[src/rtl/efp_add_seq_if.sv]
// efp_add_seq_if: operand / result bus for the sequential extended-FP adder.
//   master side (producer/consumer): drives in_valid, op_a, op_b, m_bit_a,
//     m_bit_b, sub, out_ready; observes in_ready and all result signals.
//   slave side (adder): the reverse.
//   op_a/op_b        {sign, exp[EXP_W], frac[FRAC_W]}, frac right-aligned
//   m_bit_a/m_bit_b  valid fraction bits per operand (clamped to FRAC_W)
//   result_*         sign, biased exponent, right-aligned fraction
//   output_m_bits    fraction width of the result
//   result_bias      constant exponent bias
//   time_period      cycles from accept to out_valid
//   overflow/underflow status flags
interface efp_add_seq_if #(
  parameter int EXP_W  = 4,
  parameter int FRAC_W = 19,
  parameter int MB_W   = 5,
  parameter int TIME_W = 19
);
  logic                    in_valid;
  logic                    in_ready;
  logic [EXP_W+FRAC_W:0]   op_a;
  logic [EXP_W+FRAC_W:0]   op_b;
  logic [MB_W-1:0]         m_bit_a;
  logic [MB_W-1:0]         m_bit_b;
  logic                    sub;
  logic                    out_valid;
  logic                    out_ready;
  logic                    sign_result;
  logic [EXP_W-1:0]        result_exp;
  logic [FRAC_W-1:0]       result_man;
  logic [MB_W-1:0]         output_m_bits;
  logic [4:0]              result_bias;
  logic [TIME_W-1:0]       time_period;
  logic                    overflow;
  logic                    underflow;

  modport master (
    output in_valid, op_a, op_b, m_bit_a, m_bit_b, sub, out_ready,
    input  in_ready, out_valid, sign_result, result_exp, result_man,
           output_m_bits, result_bias, time_period, overflow, underflow
  );

  modport slave (
    input  in_valid, op_a, op_b, m_bit_a, m_bit_b, sub, out_ready,
    output in_ready, out_valid, sign_result, result_exp, result_man,
           output_m_bits, result_bias, time_period, overflow, underflow
  );
endinterface

[src/rtl/efp_add_seq.sv]
// efp_add_seq: multi-cycle adder/subtractor for the extended-FP format.
// Alignment and normalisation move one bit per cycle; each result carries
// the number of cycles it took.
//   clk  rising-edge clock
//   rst  synchronous active-high reset
//   bus  efp_add_seq_if slave: valid/ready operand input, valid/ready result
module efp_add_seq #(
  parameter int EXP_W  = 4,
  parameter int FRAC_W = 19,
  parameter int MB_W   = 5,
  parameter int TIME_W = 19,
  parameter int G      = 2
) (
  input logic           clk,
  input logic           rst,
  efp_add_seq_if.slave  bus
);

  localparam int OPW = 1 + EXP_W + FRAC_W;
  localparam int MW = 1 + FRAC_W + G;
  localparam int ZERO_LIM = FRAC_W + G + 1;
  localparam logic [MB_W-1:0] FRAC_MB = MB_W'(FRAC_W);
  localparam logic [EXP_W-1:0] EXP_MAX = '1;
  localparam logic [EXP_W-1:0] EXP_ONE = EXP_W'(1);

  typedef enum logic [2:0] {IDLE, SETUP, SHIFT, ADD, NORM, DONE} state_t;

  state_t state, next_state;

  logic              sign_a, sign_b, sign_r;
  logic [EXP_W-1:0]  exp_a, exp_b, exp_r, d;
  logic [MW-1:0]     man_a, man_b;
  logic [MW:0]       sum;
  logic [MB_W-1:0]   out_m;
  logic [TIME_W-1:0] cnt;

  logic              sign_q, ovf_q, unf_q;
  logic [EXP_W-1:0]  exp_q;
  logic [FRAC_W-1:0] man_q;
  logic [MB_W-1:0]   om_q;
  logic [TIME_W-1:0] tp_q;

  logic              accept, b_bigger, big_shift, add_zero;
  logic              sum_zero, carry, hidden, norm_finish;
  logic [EXP_W-1:0]  diff;
  logic [MW:0]       add_res;

  function automatic logic [MB_W-1:0] clamp_m(input logic [MB_W-1:0] m);
    return (m > FRAC_MB) ? FRAC_MB : m;
  endfunction

  // Fraction is left-justified under the hidden bit so every operand shares
  // the same binary point regardless of its declared precision.
  function automatic logic [MW-1:0] unpack_man(input logic [OPW-1:0] op,
                                               input logic [MB_W-1:0] m);
    logic [FRAC_W-1:0] f;
    f = op[FRAC_W-1:0] << (FRAC_MB - clamp_m(m));
    if (op[OPW-2:FRAC_W] == '0) return '0;
    return {1'b1, f, {G{1'b0}}};
  endfunction

  assign accept    = bus.in_valid && bus.in_ready;
  assign b_bigger  = {exp_b, man_b} > {exp_a, man_a};
  assign diff      = b_bigger ? (exp_b - exp_a) : (exp_a - exp_b);
  assign big_shift = int'(d) > ZERO_LIM;
  assign add_res   = (sign_a == sign_b) ? ({1'b0, man_a} + {1'b0, man_b})
                                        : ({1'b0, man_a} - {1'b0, man_b});
  assign add_zero  = (add_res == '0);
  assign sum_zero  = (sum == '0);
  assign carry     = sum[MW];
  assign hidden    = sum[MW-1];
  // Overflow and underflow are terminal: they finish without shifting.
  assign norm_finish = sum_zero ||
                       (carry ? (exp_r == EXP_MAX) : (hidden || exp_r <= EXP_ONE));

  always_ff @(posedge clk) begin
    if (rst) state <= IDLE;
    else     state <= next_state;
  end

  always_comb begin
    next_state = state;
    case (state)
      IDLE:    if (accept) next_state = SETUP;
      SETUP:   next_state = (diff == '0) ? ADD : SHIFT;
      SHIFT:   if (big_shift || d == EXP_ONE) next_state = ADD;
      ADD:     next_state = NORM;
      NORM:    if (norm_finish) next_state = DONE;
      DONE:    if (bus.out_ready) next_state = IDLE;
      default: next_state = IDLE;
    endcase
  end

  always_ff @(posedge clk) begin
    if (rst) begin
      sign_a <= 1'b0; sign_b <= 1'b0; sign_r <= 1'b0;
      exp_a  <= '0;   exp_b  <= '0;   exp_r  <= '0;   d <= '0;
      man_a  <= '0;   man_b  <= '0;   sum    <= '0;
      out_m  <= '0;   cnt    <= '0;
      sign_q <= 1'b0; ovf_q  <= 1'b0; unf_q  <= 1'b0;
      exp_q  <= '0;   man_q  <= '0;   om_q   <= '0;   tp_q <= '0;
    end else begin
      case (state)
        IDLE: if (accept) begin
          sign_a <= bus.op_a[OPW-1];
          sign_b <= bus.op_b[OPW-1] ^ bus.sub;
          exp_a  <= bus.op_a[OPW-2:FRAC_W];
          exp_b  <= bus.op_b[OPW-2:FRAC_W];
          man_a  <= unpack_man(bus.op_a, bus.m_bit_a);
          man_b  <= unpack_man(bus.op_b, bus.m_bit_b);
          out_m  <= (clamp_m(bus.m_bit_a) > clamp_m(bus.m_bit_b)) ?
                    clamp_m(bus.m_bit_a) : clamp_m(bus.m_bit_b);
          cnt    <= TIME_W'(1);
        end
        SETUP: begin
          if (b_bigger) begin
            sign_a <= sign_b; sign_b <= sign_a;
            exp_a  <= exp_b;  exp_b  <= exp_a;
            man_a  <= man_b;  man_b  <= man_a;
          end
          d <= diff;
        end
        SHIFT: begin
          if (big_shift) begin
            man_b <= '0;
            d     <= '0;
          end else begin
            man_b <= man_b >> 1;
            d     <= d - EXP_ONE;
          end
        end
        ADD: begin
          sum    <= add_res;
          sign_r <= add_zero ? 1'b0 : sign_a;
          exp_r  <= add_zero ? '0 : exp_a;
        end
        NORM: begin
          if (!norm_finish) begin
            if (carry) begin
              sum   <= sum >> 1;
              exp_r <= exp_r + EXP_ONE;
            end else begin
              sum   <= sum << 1;
              exp_r <= exp_r - EXP_ONE;
            end
          end else begin
            om_q <= out_m;
            tp_q <= cnt;
            if (!sum_zero && carry) begin
              sign_q <= sign_r;
              exp_q  <= EXP_MAX;
              man_q  <= {FRAC_W{1'b1}} >> (FRAC_MB - out_m);
              ovf_q  <= 1'b1;
              unf_q  <= 1'b0;
            end else if (!sum_zero && !hidden) begin
              sign_q <= 1'b0;
              exp_q  <= '0;
              man_q  <= '0;
              ovf_q  <= 1'b0;
              unf_q  <= 1'b1;
            end else begin
              sign_q <= sign_r;
              exp_q  <= exp_r;
              man_q  <= sum[FRAC_W+G-1:G] >> (FRAC_MB - out_m);
              ovf_q  <= 1'b0;
              unf_q  <= 1'b0;
            end
          end
        end
        default: ;
      endcase
      // The finishing cycle is already counted by the value cnt holds in it.
      if ((state == SETUP || state == SHIFT || state == ADD || state == NORM) &&
          next_state != DONE)
        cnt <= cnt + TIME_W'(1);
    end
  end

  assign bus.in_ready      = (state == IDLE) && !rst;
  assign bus.out_valid     = (state == DONE);
  assign bus.sign_result   = sign_q;
  assign bus.result_exp    = exp_q;
  assign bus.result_man    = man_q;
  assign bus.output_m_bits = om_q;
  assign bus.result_bias   = 5'((1 << (EXP_W - 1)) - 1);
  assign bus.time_period   = tp_q;
  assign bus.overflow      = ovf_q;
  assign bus.underflow     = unf_q;

endmodule

[src/flat_wrapper.sv]
// flat-port wrapper written by rule: the top's interface ports become plain ports
module efp_add_seq_flat 
#(
  parameter int EXP_W  = 4,
  parameter int FRAC_W = 19,
  parameter int MB_W   = 5,
  parameter int TIME_W = 19,
  parameter int G      = 2
)
  (clk, rst, bus_in_valid, bus_op_a, bus_op_b, bus_m_bit_a, bus_m_bit_b, bus_sub, bus_out_ready, bus_in_ready, bus_out_valid, bus_sign_result, bus_result_exp, bus_result_man, bus_output_m_bits, bus_result_bias, bus_time_period, bus_overflow, bus_underflow);
  efp_add_seq_if #(.EXP_W(EXP_W), .FRAC_W(FRAC_W), .MB_W(MB_W), .TIME_W(TIME_W)) bus_i ();
  input logic clk;
  input logic rst;
  input wire logic [$bits(bus_i.in_valid)-1:0] bus_in_valid;
  input wire logic [$bits(bus_i.op_a)-1:0] bus_op_a;
  input wire logic [$bits(bus_i.op_b)-1:0] bus_op_b;
  input wire logic [$bits(bus_i.m_bit_a)-1:0] bus_m_bit_a;
  input wire logic [$bits(bus_i.m_bit_b)-1:0] bus_m_bit_b;
  input wire logic [$bits(bus_i.sub)-1:0] bus_sub;
  input wire logic [$bits(bus_i.out_ready)-1:0] bus_out_ready;
  output wire logic [$bits(bus_i.in_ready)-1:0] bus_in_ready;
  output wire logic [$bits(bus_i.out_valid)-1:0] bus_out_valid;
  output wire logic [$bits(bus_i.sign_result)-1:0] bus_sign_result;
  output wire logic [$bits(bus_i.result_exp)-1:0] bus_result_exp;
  output wire logic [$bits(bus_i.result_man)-1:0] bus_result_man;
  output wire logic [$bits(bus_i.output_m_bits)-1:0] bus_output_m_bits;
  output wire logic [$bits(bus_i.result_bias)-1:0] bus_result_bias;
  output wire logic [$bits(bus_i.time_period)-1:0] bus_time_period;
  output wire logic [$bits(bus_i.overflow)-1:0] bus_overflow;
  output wire logic [$bits(bus_i.underflow)-1:0] bus_underflow;
  assign bus_i.in_valid = bus_in_valid;
  assign bus_i.op_a = bus_op_a;
  assign bus_i.op_b = bus_op_b;
  assign bus_i.m_bit_a = bus_m_bit_a;
  assign bus_i.m_bit_b = bus_m_bit_b;
  assign bus_i.sub = bus_sub;
  assign bus_i.out_ready = bus_out_ready;
  assign bus_in_ready = bus_i.in_ready;
  assign bus_out_valid = bus_i.out_valid;
  assign bus_sign_result = bus_i.sign_result;
  assign bus_result_exp = bus_i.result_exp;
  assign bus_result_man = bus_i.result_man;
  assign bus_output_m_bits = bus_i.output_m_bits;
  assign bus_result_bias = bus_i.result_bias;
  assign bus_time_period = bus_i.time_period;
  assign bus_overflow = bus_i.overflow;
  assign bus_underflow = bus_i.underflow;
  efp_add_seq #(.EXP_W(EXP_W), .FRAC_W(FRAC_W), .MB_W(MB_W), .TIME_W(TIME_W), .G(G)) u_core (.clk(clk), .rst(rst), .bus(bus_i));
endmodule
[config.mk]
export PLATFORM = sky130hd
export DESIGN_NAME = efp_add_seq_flat
export DESIGN_NICKNAME = d
export VERILOG_FILES = /design/src/rtl/efp_add_seq_if.sv /design/src/rtl/efp_add_seq.sv /design/src/flat_wrapper.sv
export SDC_FILE = /design/constraint.sdc
export NUM_CORES = 1
export LEC_CHECK = 0
export ABC_AREA = 1
export BUFFER_PORTS_ARGS = -buffer_cell sky130_fd_sc_hd__buf_4
export CAP_MARGIN = 20
export CORE_UTILIZATION = 40
export DETAILED_ROUTE_END_ITERATION = 12
export PLACE_DENSITY_LB_ADDON = 0.3
export SLEW_MARGIN = 15
export SYNTH_ARGS = -nofsm -noshare
export SYNTH_HDL_FRONTEND = slang
export SYNTH_SLANG_ARGS = --single-unit
export TNS_END_PERCENT = 1
[constraint.sdc]
create_clock -name clk -period 3.3 [get_ports clk]
set_input_delay 0.66 -clock clk [delete_from_list [all_inputs] [get_ports clk]]
set_output_delay 0.66 -clock clk [all_outputs]
set_load 0.005 [all_outputs]
# Word level (Yosys, flattened, before mapping)
# Index checks and enable logic that the tools add are counted.
# op_classes
shifts	4
reduce_logical	31
bitwise	1
eq_ne	12
n_div	0
n_lt_le_gt_ge	5
n_mux	63
mul	0
addsub	11
# op_table
cell	count
22-bit 2-to-1 mux	8
19-bit 2-to-1 mux	5
23-bit 2-to-1 mux	3
22-bit case mux with 3 select lines	1
23-bit logical NOT	2
23-bit case mux with 2 select lines	1
22-bit case mux with 2 select lines	1
4-bit 2-to-1 mux	10
19-bit by 5-bit left shift with 19-bit output	2
4-bit case mux with 2 select lines	4
26-bit > comparator	1
22-bit by 22-bit adder with 23-bit output	1
22-bit by 22-bit subtractor with 23-bit output	1
1-bit 2-to-1 mux	20
19-bit by 1-bit adder with 19-bit output, second input constant	1
19-bit by 5-bit >> shifter with 19-bit output	1
19-bit by 5-bit >> shifter with 19-bit output, first input constant	1
3-bit case mux with 6 select lines	1
5-bit 2-to-1 mux	3
5-bit subtractor, first input constant	3
4-bit logical NOT	3
3-bit 2-to-1 mux	4
5-bit > comparator, second input constant	2
2-bit nonzero test	5
other kinds (23)	43
# totals
rom_bits	0
inputBits	63
ramBits	0
memories	0
output_inout_bits	57
latchBits	0
word_cells	147
ff_bits	163

# Longest topological paths before layout
# depth
ltp_word	10
depth_mapped	27
ltp_nobuf	27

# Worst setup path after synthesis
# Ideal clock, no wire load.
# synth_timing
path_kind	register to register
startpoint	reg u_core.man_b[0]
endpoint	reg u_core.sign_r
path_stages_with_launch	27
n_path_buf	0
t_arrival_ps	3137
period_less_slack_ps	3269
setup_slack_ps	31
setup_ps	132
required_ps	3168
path_cell_list	dfxtp_1 inv_1 ha_1 nand3_1 nor2_1 inv_1 nor2_1 nand2_1 nor3_1 nand2_1 o31ai_2 o21ai_0 xor2_1 ha_1 nand2_1 nor2_1 nand2_1 nor2_1 nand2_1 nand3_1 nand2_1 nand2_1 nand3_1 nor2_1 nand2_1 nand3_1 a21oi_1
# synth_via
elab_chain_len	4
elab_cells_between_ends	5
cone_classes	add/sub (2); mux (2); reduce/logical (1)
# synth_rtl
item	line	rtl
start: declaration	efp_add_seq.sv:32	logic [MW-1:0] man_a, man_b;
start signal: assignment	efp_add_seq.sv:110	man_b <= unpack_man(bus.op_b, bus.m_bit_b);
start signal: assignment	efp_add_seq.sv:119	man_a <= man_b; man_b <= man_a;
start signal: assignment	efp_add_seq.sv:128	man_b <= man_b >> 1;
22-bit by 22-bit subtractor with 23-bit output / 22-bit by 22-bit adder with 23-bit output (equally long branches)	efp_add_seq.sv:67, efp_add_seq.sv:66	
23-bit 2-to-1 mux (*)	efp_add_seq.sv:66	assign add_res = (sign_a == sign_b) ? ({1'b0, man_a} + {1'b0, man_b})
23-bit logical NOT (*)	efp_add_seq.sv:68	assign add_zero = (add_res == '0);
1-bit 2-to-1 mux (*)	efp_add_seq.sv:134	sign_r <= add_zero ? 1'b0 : sign_a;
end signal: assignment	efp_add_seq.sv:134	
end: declaration	efp_add_seq.sv:30	logic sign_a, sign_b, sign_r;
# Mark *: on every way between the ends. The rest lies on a longest branch, timed or not.
# A chain may end at the register's enable or synchronous reset.

# Worst setup path in the final report
# Same ends and word-level chain as after synthesis.

==> results.txt <==
----------------------------------------------------
[Logic synthesis]
  Ys async rst share ... 0
  Sequential-to-total area share from yosys stat ... 0.248
  Flops & latches, synth ... 163
  Number of flops mapped to enable cells by yosys ... 0
  Most numerous cell in the Yosys netlist ... sky130_fd_sc_hd__nand2_1
  Top cells by count, synth ... sky130_fd_sc_hd__nand2_1 (534), sky130_fd_sc_hd__o21ai_0 (261), sky130_fd_sc_hd__inv_1 (259)
  Synth Area per Inst ... 6.07 um^2
  Unique masters post-synth ... 58
  Syn Std Cell Area ... 13,200 um^2
  Share of Yosys cell area claimed by the top area cell type ... 0.248
  Synth area leaders ... sky130_fd_sc_hd__dfxtp_1 (25%), sky130_fd_sc_hd__nand2_1 (15%), sky130_fd_sc_hd__o21ai_0 (9.9%), sky130_fd_sc_hd__inv_1 (7.4%), sky130_fd_sc_hd__a21oi_1 (6.9%)
  Most area-hungry cell type in the Yosys netlist ... sky130_fd_sc_hd__dfxtp_1
  Syn Inst Count ... 2,172
  Warnings from Yosys ... 0
  Commonest register cell after synthesis ... sky130_fd_sc_hd__dfxtp_1

[Die]
  Number of rows in the core area ... 66
  Die height ... 183 um
  Starting utilization of the core area ... 0.406
  Die Span X ... 183 um
  Die Footprint ... 33,700 um^2
  Core Region ... 32,500 um^2
  Num ports ... 120

[Finish]
  Layout cells sized above 1 ... 0.171
  Net count reported at finish ... 2,472
  Filler Cells Inserted ... 3,336
  Finished Core Util ... 0.497
  Multi-input combinational cell area ... 8740 um^2
  Syn-to-layout area delta ... 22.4%
  Antenna cells ... 0
  Register area ... 3270 um^2

[STA]
  RSZ-0062 raised after global routing ... true
  Portion of the clock cycle consumed by the worst path in the final layout ... 1.02
  Fin. Hold Viols ... 0
  Setup Skew ... 0.0148 ns
  Slew at the pin closest to its max-slew limit ... 0.778 ns
  Minimum period implied by the final worst setup slack ... 3.38 ns
  Final setup violating endpoints ... 6
  Max-slew violation count ... 0
  Smallest setup slack after layout ... -0.0818 ns
  FMAX ... 0.296 GHz
  Max-slew headroom ... 0.478

[Critical path]
  Startpoint type of the worst setup path ... flop
  Category of the most critical setup path ... flop to flop
  Peak per-stage delay on the critical path ... 0.33 ns
  Critical-path cell with the highest stage delay ... sky130_fd_sc_hd__dfxtp_2
  R2R Setup Slk ... -0.08 ns
  Worst Setup End Kind ... flop
  CP max FO ... 5
  Required time reported for the critical path endpoint ... 3.61 ns
  WP data arrival ... 3.69 ns

[Clock network]
  H-tree lvl count ... 4
  Buffer levels on the longest clock path ... 2
  Clock sink count ... 163
  Clock slew at the register clock pins of the worst setup and hold paths ... 0.07 ns
  Post-CTS Hold Fix Bufs ... 0
  Later-pin clock latency in the skew report ... 0.46 ns
  Total CTS buffers ... 17
  Root cell of the clock tree ... sky130_fd_sc_hd__clkbuf_16
  TritonCTS clock tree ... yes

[GRT]
  Number of global-route vias before repair ... 13,700
  First-pass GRT wire length ... 71,400 um
  Grt total ovfl ... 0
  Met2 usage ... 0.432
  Initial antenna violation count ... 0
  Total global routing track utilization ... 0.267
  GR Util met1 ... 0.355
  Largest net degree at the start of global routing ... 71
  Routing usage on met3 ... 0.0400
  GR peak layer ... met2

[Detailed routing]
  Starting DRC count in detailed routing ... 1,218
  Number of remaining DRC errors ... 0
  Post-detailed-routing wire length ... 45,000 um
  Total vias in the final route ... 14,800
  Remaining number of nets flagged by the antenna check after routing ... 0
  DRT Pass-1 Iters ... 7
  Wire length per cell after detailed routing ... 16.1 um
  Vias per inst ... 5.32

[Place]
  Port Buf Inserts ... 114
  DP Wirelength ... 34,700 um
  DP Worst Slack ... -0.410 ns
  Final weighted congestion in routability-driven placement ... 0.952

[Outcome]
  Violated checks ... negative setup slack
  Outcome ... finished with violations

[Power]
  Total power density per cell area ... 655 nW/um^2
  Standby leakage power ... 0.00748 uW
  Worst IR Drop VDD ... 0.000445 V

[Job]
  MaxCap Viol Count ... 0

[Hold path]
  Worst Hold Class ... flop to flop

----------------------------------------------------
==> timing repair <==
item / in CTS / in global routing
hold endpoints to repair: 0 / 0
buffers inserted: 7 / 7
pin swaps: 18 / 45
setup endpoints to repair: 9 / 16
gates cloned: 0 / 0
gates resized for setup: 26 / 77
==> stage by stage <==
stage / std cells / TNS (ns) / hold slack [ns] / area [um^2] / power, uW
after global placement: 2746 / -1.24 / 0.450 / 15000 / 7700
final: 2792 / -0.351 / 0.466 / 16100 / 10600
after detailed placement: 2746 / -2.07 / 0.453 / 15000 / 7720
after CTS: 2785 / -1.14 / 0.464 / 15800 / 10100
after global routing: 2792 / -1.78 / 0.480 / 16100 / 11300
after floorplan: 2175 / 0 / 0.439 / 13200 / 5610
==> layer usage <==
metal | vias up | part of all wire
met5 | - | 0
met4 | 0 | 0.028
met3 | 81 | 0.058
met2 | 475 | 0.46
met1 | 6774 | 0.45
li1 | 7512 | -
==> final timing paths <==
check	from	end	cells after the start
worst max register to register	u_core.man_b[0]	u_core.sign_r	28
worst min-delay path	u_core.cnt[8]	u_core.cnt[8]	2
worst max-delay path	u_core.man_b[0]	u_core.sign_r	28
worst min register to register	u_core.cnt[8]	u_core.cnt[8]	2
==> kinds of logic after synthesis <==
logic type,Yosys count,share of synthesized area
AND/OR/NAND/NOR,938,0.297
buffers and inverters,379,0.116
multiplexers,5,0.00380
other,2,0.000570
AO/OA/AOI/OAI,573,0.239
flip-flops,163,0.248
XOR/XNOR,40,0.0266
adder cells (fa/ha/maj),72,0.0701
==> registers in the layout (all words and copies together) (netlist names), 5 cells and up <==
signal,cells
u_core.bus.result_man,19
u_core.bus.time_period,19
u_core.sum,23
u_core.man_a,22
u_core.out_m,5
u_core.man_b,22
u_core.bus.output_m_bits,5
u_core.cnt,19
==> final cells by class <==
cell class / instances / share of cell area
flip-flops and latches: 163 / 0.203
clock inverters: 15 / 0.0131
inverters: 273 / 0.0637
clock buffers: 17 / 0.0264
repair buffers: 249 / 0.118
well taps: 442 / 0.0343
multi-input cells: 1633 / 0.542
==> layout by cell type, fill, tap and decap left out, types with 10 or more instances in the layout <==
| master | count |
|---|---|
| sky130_fd_sc_hd__nand4_1 | 26 |
| sky130_fd_sc_hd__a31oi_1 | 32 |
| sky130_fd_sc_hd__nor2_1 | 176 |
| sky130_fd_sc_hd__nor2_2 | 12 |
| sky130_fd_sc_hd__inv_2 | 17 |
| sky130_fd_sc_hd__a21oi_1 | 171 |
| sky130_fd_sc_hd__o211ai_1 | 29 |
| sky130_fd_sc_hd__clkbuf_16 | 17 |
| sky130_fd_sc_hd__buf_4 | 245 |
| sky130_fd_sc_hd__inv_1 | 250 |
| sky130_fd_sc_hd__nand3_1 | 113 |
| sky130_fd_sc_hd__o22ai_1 | 24 |
| sky130_fd_sc_hd__xor2_1 | 34 |
| sky130_fd_sc_hd__nor2_4 | 10 |
| sky130_fd_sc_hd__ha_1 | 64 |
| sky130_fd_sc_hd__nand2_1 | 510 |
| sky130_fd_sc_hd__o21ai_0 | 260 |
| sky130_fd_sc_hd__nand2_2 | 24 |
| sky130_fd_sc_hd__or2_2 | 13 |
| sky130_fd_sc_hd__dfxtp_1 | 160 |
| sky130_fd_sc_hd__a21oi_2 | 11 |
| sky130_fd_sc_hd__nor3_1 | 17 |
| sky130_fd_sc_hd__nand3_2 | 10 |
==> power by group <==
part / switching (uW) / internal (uW)
registers: 223 / 2160
logic: 3570 / 2400
clock network: 973 / 1230
==> critical path: cells and delay by family, from the launching register on <==
kind / cells / cell delay (ns)
AND/OR/NAND/NOR: 17 / 1.55
adder cells (fa/ha/maj): 2 / 0.45
buffers and inverters: 5 / 0.41
AO/OA/AOI/OAI: 3 / 0.36
flip-flops: 1 / 0.33
XOR/XNOR: 1 / 0.14
Note: power is estimated with default switching activity, not from simulation.
